--- src/rtl/neorv32_uart_tx_arbiter.sv ---
// ============================================================================
// Module   : neorv32_uart_tx_arbiter
// Function : Round-robin share of one 8N1 UART TX line among NUM_REQ byte
//            streams, with an internal baud counter and serializer FSM.
//            Optional sticky-owner lock until newline: NEORV32_UART_ARB_LOCK_EN
// Revision : 1.0 - initial release
// ============================================================================
`default_nettype none

module neorv32_uart_tx_arbiter #(
  parameter int NUM_REQ    = 2,
  parameter int CLOCK_FREQ = 100000000,
  parameter int BAUD_RATE  = 19200
) (
  input  logic                 clk_i,
  input  logic                 rst_i,
  input  logic [NUM_REQ-1:0]   req_valid_i,
  input  logic [NUM_REQ*8-1:0] req_data_i,
  output logic [NUM_REQ-1:0]   req_ready_o,
  output logic [NUM_REQ-1:0]   grant_o,
  output logic                 busy_o,
  output logic                 uart_txd_o
);

  localparam int BIT_CYC = CLOCK_FREQ / BAUD_RATE;
  localparam int CNT_W   = (BIT_CYC > 1) ? $clog2(BIT_CYC) : 1;
  localparam int RR_W    = (NUM_REQ > 1) ? $clog2(NUM_REQ) : 1;
  localparam logic [CNT_W-1:0] CNT_TOP = CNT_W'(BIT_CYC - 1);
  localparam logic [RR_W-1:0]  RR_RST  = RR_W'(NUM_REQ - 1);

  typedef enum logic [1:0] {
    S_IDLE  = 2'd0,
    S_START = 2'd1,
    S_DATA  = 2'd2,
    S_STOP  = 2'd3
  } state_t;

  state_t               state_q, state_d;
  logic [CNT_W-1:0]     cnt_q, cnt_d;
  logic [2:0]           bit_q, bit_d;
  logic [7:0]           shreg_q, shreg_d;
  logic [RR_W-1:0]      rr_q, rr_d;
  logic [NUM_REQ-1:0]   grant_q, grant_d;
  logic                 busy_q, busy_d;
  logic                 txd_q, txd_d;
`ifdef NEORV32_UART_ARB_LOCK_EN
  logic                 lock_q, lock_d;
`endif

  logic                 win_found;
  logic [RR_W-1:0]      win_idx;
  logic [RR_W-1:0]      cand;
  logic [NUM_REQ-1:0]   win_onehot;
  logic [7:0]           win_byte;
  logic                 xfer;
  logic                 tick;

  // Search starts just above the last winner so every requester gets a turn.
  always_comb begin
    win_found = 1'b0;
    win_idx   = rr_q;
    cand      = rr_q;
    for (int i = 1; i <= NUM_REQ; i++) begin
      cand = RR_W'((int'(rr_q) + i) % NUM_REQ);
      if (!win_found && req_valid_i[cand]) begin
        win_found = 1'b1;
        win_idx   = cand;
      end
    end
`ifdef NEORV32_UART_ARB_LOCK_EN
    if (lock_q) begin
      win_found = req_valid_i[rr_q];
      win_idx   = rr_q;
    end
`endif
  end

  always_comb begin
    win_onehot = '0;
    win_byte   = '0;
    for (int k = 0; k < NUM_REQ; k++) begin
      win_onehot[k] = (win_idx == RR_W'(k));
      if (win_idx == RR_W'(k)) begin
        win_byte = req_data_i[k*8 +: 8];
      end
    end
  end

  assign xfer        = (state_q == S_IDLE) && win_found;
  assign req_ready_o = xfer ? win_onehot : '0;
  assign tick        = (cnt_q == CNT_TOP);

  always_comb begin
    state_d = state_q;
    cnt_d   = cnt_q;
    bit_d   = bit_q;
    shreg_d = shreg_q;
    rr_d    = rr_q;
    grant_d = grant_q;
    busy_d  = busy_q;
    txd_d   = txd_q;
`ifdef NEORV32_UART_ARB_LOCK_EN
    lock_d  = lock_q;
`endif
    case (state_q)
      S_IDLE: begin
        cnt_d = '0;
        bit_d = '0;
        if (xfer) begin
          shreg_d = win_byte;
          rr_d    = win_idx;
          grant_d = win_onehot;
          busy_d  = 1'b1;
          txd_d   = 1'b0;
          state_d = S_START;
`ifdef NEORV32_UART_ARB_LOCK_EN
          lock_d  = (win_byte != 8'h0A);
`endif
        end
      end
      S_START: begin
        if (tick) begin
          state_d = S_DATA;
          txd_d   = shreg_q[0];
        end
      end
      S_DATA: begin
        if (tick) begin
          if (bit_q == 3'd7) begin
            state_d = S_STOP;
            txd_d   = 1'b1;
          end else begin
            bit_d   = bit_q + 3'd1;
            shreg_d = {1'b0, shreg_q[7:1]};
            txd_d   = shreg_q[1];
          end
        end
      end
      S_STOP: begin
        if (tick) begin
          state_d = S_IDLE;
          busy_d  = 1'b0;
          grant_d = '0;
        end
      end
      default: state_d = S_IDLE;
    endcase
    if (state_q != S_IDLE) begin
      cnt_d = tick ? '0 : cnt_q + 1'b1;
    end
  end

  always_ff @(posedge clk_i or posedge rst_i) begin
    if (rst_i) begin
      state_q <= S_IDLE;
      cnt_q   <= '0;
      bit_q   <= '0;
      shreg_q <= '0;
      rr_q    <= RR_RST;
      grant_q <= '0;
      busy_q  <= 1'b0;
      txd_q   <= 1'b1;
`ifdef NEORV32_UART_ARB_LOCK_EN
      lock_q  <= 1'b0;
`endif
    end else begin
      state_q <= state_d;
      cnt_q   <= cnt_d;
      bit_q   <= bit_d;
      shreg_q <= shreg_d;
      rr_q    <= rr_d;
      grant_q <= grant_d;
      busy_q  <= busy_d;
      txd_q   <= txd_d;
`ifdef NEORV32_UART_ARB_LOCK_EN
      lock_q  <= lock_d;
`endif
    end
  end

  assign grant_o    = grant_q;
  assign busy_o     = busy_q;
  assign uart_txd_o = txd_q;

endmodule

`default_nettype wire

--- config.mk ---
export PLATFORM = sky130hd
export DESIGN_NAME = neorv32_uart_tx_arbiter
export DESIGN_NICKNAME = d
export VERILOG_FILES = /design/src/rtl/neorv32_uart_tx_arbiter.sv
export SDC_FILE = /design/constraint.sdc
export NUM_CORES = 1
export LEC_CHECK = 0
export CAP_MARGIN = 0
export CORE_MARGIN = 5
export CORE_UTILIZATION = 54
export CTS_CLUSTER_SIZE = 14
export DETAILED_ROUTE_END_ITERATION = 7
export PLACE_DENSITY = 0.78
export SETUP_SLACK_MARGIN = 0.3
export SLEW_MARGIN = 20
export SYNTH_ARGS = -nofsm -noshare
export SYNTH_HDL_FRONTEND = slang
export SYNTH_SLANG_ARGS = --single-unit
--- constraint.sdc ---
create_clock -name clk_i -period 2.4 [get_ports clk_i]
set_input_delay 0.48 -clock clk_i [delete_from_list [all_inputs] [get_ports clk_i]]
set_output_delay 0.48 -clock clk_i [all_outputs]
set_load 0.005 [all_outputs]
; Yosys cells after proc, flatten, opt, wreduce, memory -nomap -nowiden
; Index checks and enable logic that the tools add are counted.
[totals]
output_inout_bits = 6
input_bits = 20
reg_bits = 31
[classes]
bitwise = 1
mux = 36
add_sub_neg = 4
eq_ne = 11
n_lt_le_gt_ge = 2
reduce_logical = 15
[ops]
columns = cell, n
row1 = 2-to-1 mux 13 bit, 3
row2 = 2-to-1 mux 8 bit, 4
row3 = one-hot mux 8 bit (2 select lines), 1
row4 = 2-to-1 mux 1 bit, 14
row5 = 2-to-1 mux 2 bit, 7
row6 = "adder 13 x 1 -> 13 bit, second input constant", 1
row7 = "== test 13 bit, second input constant", 1
row8 = "inequality test 2 bit, second input constant", 6
row9 = one-hot mux 2 bit (4 select lines), 1
row10 = AND reduction 4 bit, 2
row11 = nonzero test 2 bit, 4
row12 = 2-to-1 mux 3 bit, 2
row13 = one-hot mux 3 bit (2 select lines), 1
row14 = AND reduction 3 bit, 2
row15 = AND reduction 5 bit, 1
row16 = "== test 2 bit, second input constant", 2
row17 = "< comparator 1 x 2 -> 1 bit, second input constant", 2
row18 = one-hot mux 2 bit (2 select lines), 1
row19 = "adder 3 x 1 -> 3 bit, second input constant", 1
row20 = "== test 3 bit, second input constant", 1
row21 = one-hot mux 1 bit (3 select lines), 1
row22 = nonzero test 3 bit, 1
row23 = "adder 1 bit, second input constant", 2
row24 = "== test 2 x 1 -> 1 bit, second input constant", 1
row25 = 6 further kinds, 7

; Longest topological paths before layout
[logic_depth]
depth_word = 10
mapped_depth = 8
mapped_depth_nobuf = 6

; Worst setup path after synthesis
; OpenSTA, ideal clock, no wires.
[synth_timing]
path_kind = register to register
from = register cnt_q[9]
to = register state_q[1]
period_less_slack_ns = 1.946
path_buffers = 0
setup_ns = 0.125
required_time_ns = 2.275
t_arrival_ns = 1.821
slack_ns = 0.454
stages_incl_launch_ff = 5
cell_sequence = dfrtp_1 -> or4_4 -> nor4_4 -> o221a_2 -> mux2_2
[synth_between]
elab_chain_cells = 3
word_cells_on_any_way = 5
[synth_rtl]
columns = element, line_no
row1 = start: declaration, 39  ; logic [CNT_W-1:0] cnt_q, cnt_d;
row2 = start signal: assignment, 168  ; cnt_q <= cnt_d;
row3 = == test 13 bit *, 91  ; assign tick = (cnt_q == CNT_TOP);
row4 = inequality test 2 bit (no line), -
row5 = AND reduction 5 bit (no line) *, -
row6 = end signal: assignment, 167  ; state_q <= state_d;
row7 = end: declaration, 38  ; state_t state_q, state_d;
; Mark *: on every way between the ends. The rest lies on a longest branch, timed or not.
; A chain may end at the register's enable or synchronous reset.

; Final worst setup path
; Same ends and word-level chain as after synthesis.

==> impl_metrics.yaml <==
worst_hold_path:
  hold_path_class: "reg -> reg"
  min-delay-start: "cnt_q[0]$_DFF_PP0_"
  hold_path_depth: 1
yosys:
  synth_compound_area_share_pct: 14.5
  syn_inst: 186
  ys_ff_latch: 31
  yosysWarningCount: 0
  synth_fa_ha_area_share_pct: 5.56
  synth_edf_count: 0
  async_reset_ff_share_pct: 100
  ys_seq_area_share_pct: 43.2
  synth_top_family_by_area: "simple AND/OR/NAND/NOR gates"
  synth_fp_nets: 214
  ys.flop_type: "dfrtp_1"
  synth_area_per_cell_um2: 9.68
  synth-xor-area-share_pct: 5.35
  synth_area_um2: 1800
  synth.mux.area_fraction_pct: 6.32
  synthSimpleGateAreaFrac_pct: 21.3
  synth.distinct_cells: 39
global_routing:
  grt_overflow: 0
  grt_antenna_before_repair: 0
  grt_pass1_vias: 1411
  grt_pass1_wl_um: 6200
  grt_max_degree: 32
  grt_usage_pct: 18.4
routing:
  dr.first_iter.drc_count: 38
  drc: 0
  via_per_inst: 5.51
  first_pass_iters: 4
  vias: 1483
  wl_per_cell_um: 14.2
  postRouteAntennaNets: 0
  drt_wl_total_um: 3830
worst_setup_path:
  critPathArrivalTime_ps: 2260
  crit_path_start: "cnt_q[9]$_DFF_PP0_"
  crit_path_end_kind: "flop"
  start_kind: "flop"
  cp.required_ps: 2630
  worstRegToRegCells: 4
  r2r-start: "cnt_q[9]$_DFF_PP0_"
  path_max_fanout: 5
  critPathKind: "reg -> reg"
run:
  maxCapViolCount: 0
place:
  port_buffers: 25
  gp_congestion: 0.869
  dp_hpwl_um: 2770
  dpl_worst_slack_ps: -55.1
run_status:
  status: "finished clean"
clock_tree:
  clk_path_buf_depth: 2
  cts_made_buffers: 5
  htree_levels: 2
  cts.sinks: 31
  clk_pin_slew_worst_paths_ps: 90
  clock_latency_ps: 350
  cts_tree: "yes"
  clock-root-buffer: "clkbuf_4"
die:
  die_area_um2: 4590
  die_x_um: 67.7
  ios: 26
  fp.coreArea_um2: 3280
  die_h_um: 67.7
  num_rows: 21
  start_util_pct: 54.8
sta:
  fin_skew_ps: 19.4
  fin_setup_tns_ps: 0
  finalCritPeriodShare_pct: 84.7
  finalHoldViolCount: 0
  post-route-min-period_ps: 2030
  worstMarginPinSlew_ps: 396
  slew_violations: 0
  relSlewSlack_pct: 73.6
  whs_ps: 466
  setup_ws_ps: 368
  setup_viol: 0
  rsz0062_at_grt: "no"
  clock.fmax_mhz: 492
final_layout:
  multi_input_area_um2: 990
  synthToLayoutAreaGrowth_pct: 25.6
  n_fill_cell: 252
  drive_gt1_share_pct: 17.9
  antenna_cells: 0
  layout_common_cells: "nor2_1, dfrtp_1, clkdlybuf4s50_1, buf_4, nand2_1"
  mostFrequentLayoutCell: "nor2_1"
  ff_latch_area_um2: 778
  layout.nets: 250
power:
  power_uw: 2320
  power_density_nw_per_um2: 1020
  irDropWorstVdd_mv: 0.509
  p_leak_uw: 0.000999
-- synth_stat cells (2+ instances only) --
library cell   n  area (um^2)
a21o_1         2         15.0
o21a_1         8         60.1
or4_4          2         22.5
dfstp_2        2         52.6
mux2_2         2         22.5
xor2_1         5         43.8
dfrtp_1       29          726
nor2_1        38          143
and3_1         2         12.5
o21ai_0        3         15.0
inv_1          7         26.3
nor3_1         3         15.0
o21ai_1        5         25.0
nor2b_1        2         12.5
xnor2_1        6         52.6
mux2i_1        8         80.1
o2bb2ai_1      2         17.5
nand4b_1       3         26.3
ha_1           8          100
nand4_1        4         25.0
clkbuf_1       7         26.3
nand3_1        4         20.0
nand2_1       10         37.5
buf_4          2         15.0
a32o_1         8         80.1
-- path summary, 6_finish.rpt --
check | slack [ps] | end
hold / removal | 470 | cnt_q[0]$_DFF_PP0_
min in group asynchronous | 510 | cnt_q[2]$_DFF_PP0_
setup reg to reg | 370 | state_q[1]$_DFFE_PP0P_
setup / recovery | 370 | state_q[1]$_DFFE_PP0P_
hold reg to reg | 470 | cnt_q[0]$_DFF_PP0_
max in group asynchronous | 1580 | rr_q$_DFFE_PP1P_
-- metrics by stage --
stage	util, %	cells	cell area, um^2
after floorplan	-	186	1800
after detailed placement	64.5	255	2120
after global routing	68.8	269	2260
after global placement	64.5	255	2120
after CTS	67.9	267	2230
final	68.8	269	2260
-- layout make-up --
cell class,count,area share [%]
well taps,46,2.55
repair buffers,38,15.1
multi-input cells,139,43.8
inverters,7,1.16
clock buffers,8,3.04
flip-flops and latches,31,34.4
-- worst max-delay path, cell delays in order (launching register included) --
cell and delay, ps:
dfrtp_1 430, or4_4 600, nor4_4 290, o221a_2 290, mux2_2 330
-- cells by family (layout without fill, tap and decap cells) --
group                    Yosys count  count (layout)
AND/OR/NAND/NOR                   75              75
AO/OA/AOI/OAI                     34              34
flip-flops                        31              31
buffers and inverters             16              53
XOR/XNOR                          11              11
multiplexers                      11              11
adder cells (fa/ha/maj)            8               8
-- per-layer routing --
metal  GRT usage [%]  vias to the layer above  wire length, um
met1            20.0                      719             1600
met2            33.2                       27             1990
met3            4.49                        7              164
li1                -                      730                -
met4            8.86                        0               70
met5               0                        -                0
-- registers in the layout, summed over array words and instances, names as in the netlist --
signal / count
bit_q: 3
busy_o: 1
cnt_q: 13
grant_o: 2
rr_q: 1
shreg_q: 8
state_q: 2
uart_txd_o: 1
-- what timing repair did --
item                                    CTS  global route
buffers inserted                          4             2
pin swaps                                 1             1
hold buffers                              0             0
gates resized for setup                  11             7
endpoints found under the setup margin    2            11
-- power breakdown --
| part | total [uW] | leakage (uW) | switching (uW) | internal, uW |
|---|---|---|---|---|
| combinational | 1170 | 0.000566 | 567 | 602 |
| clock | 354 | 0.0000386 | 181 | 172 |
| sequential | 793 | 0.000395 | 111 | 682 |
(Power assumes the default switching activity.)
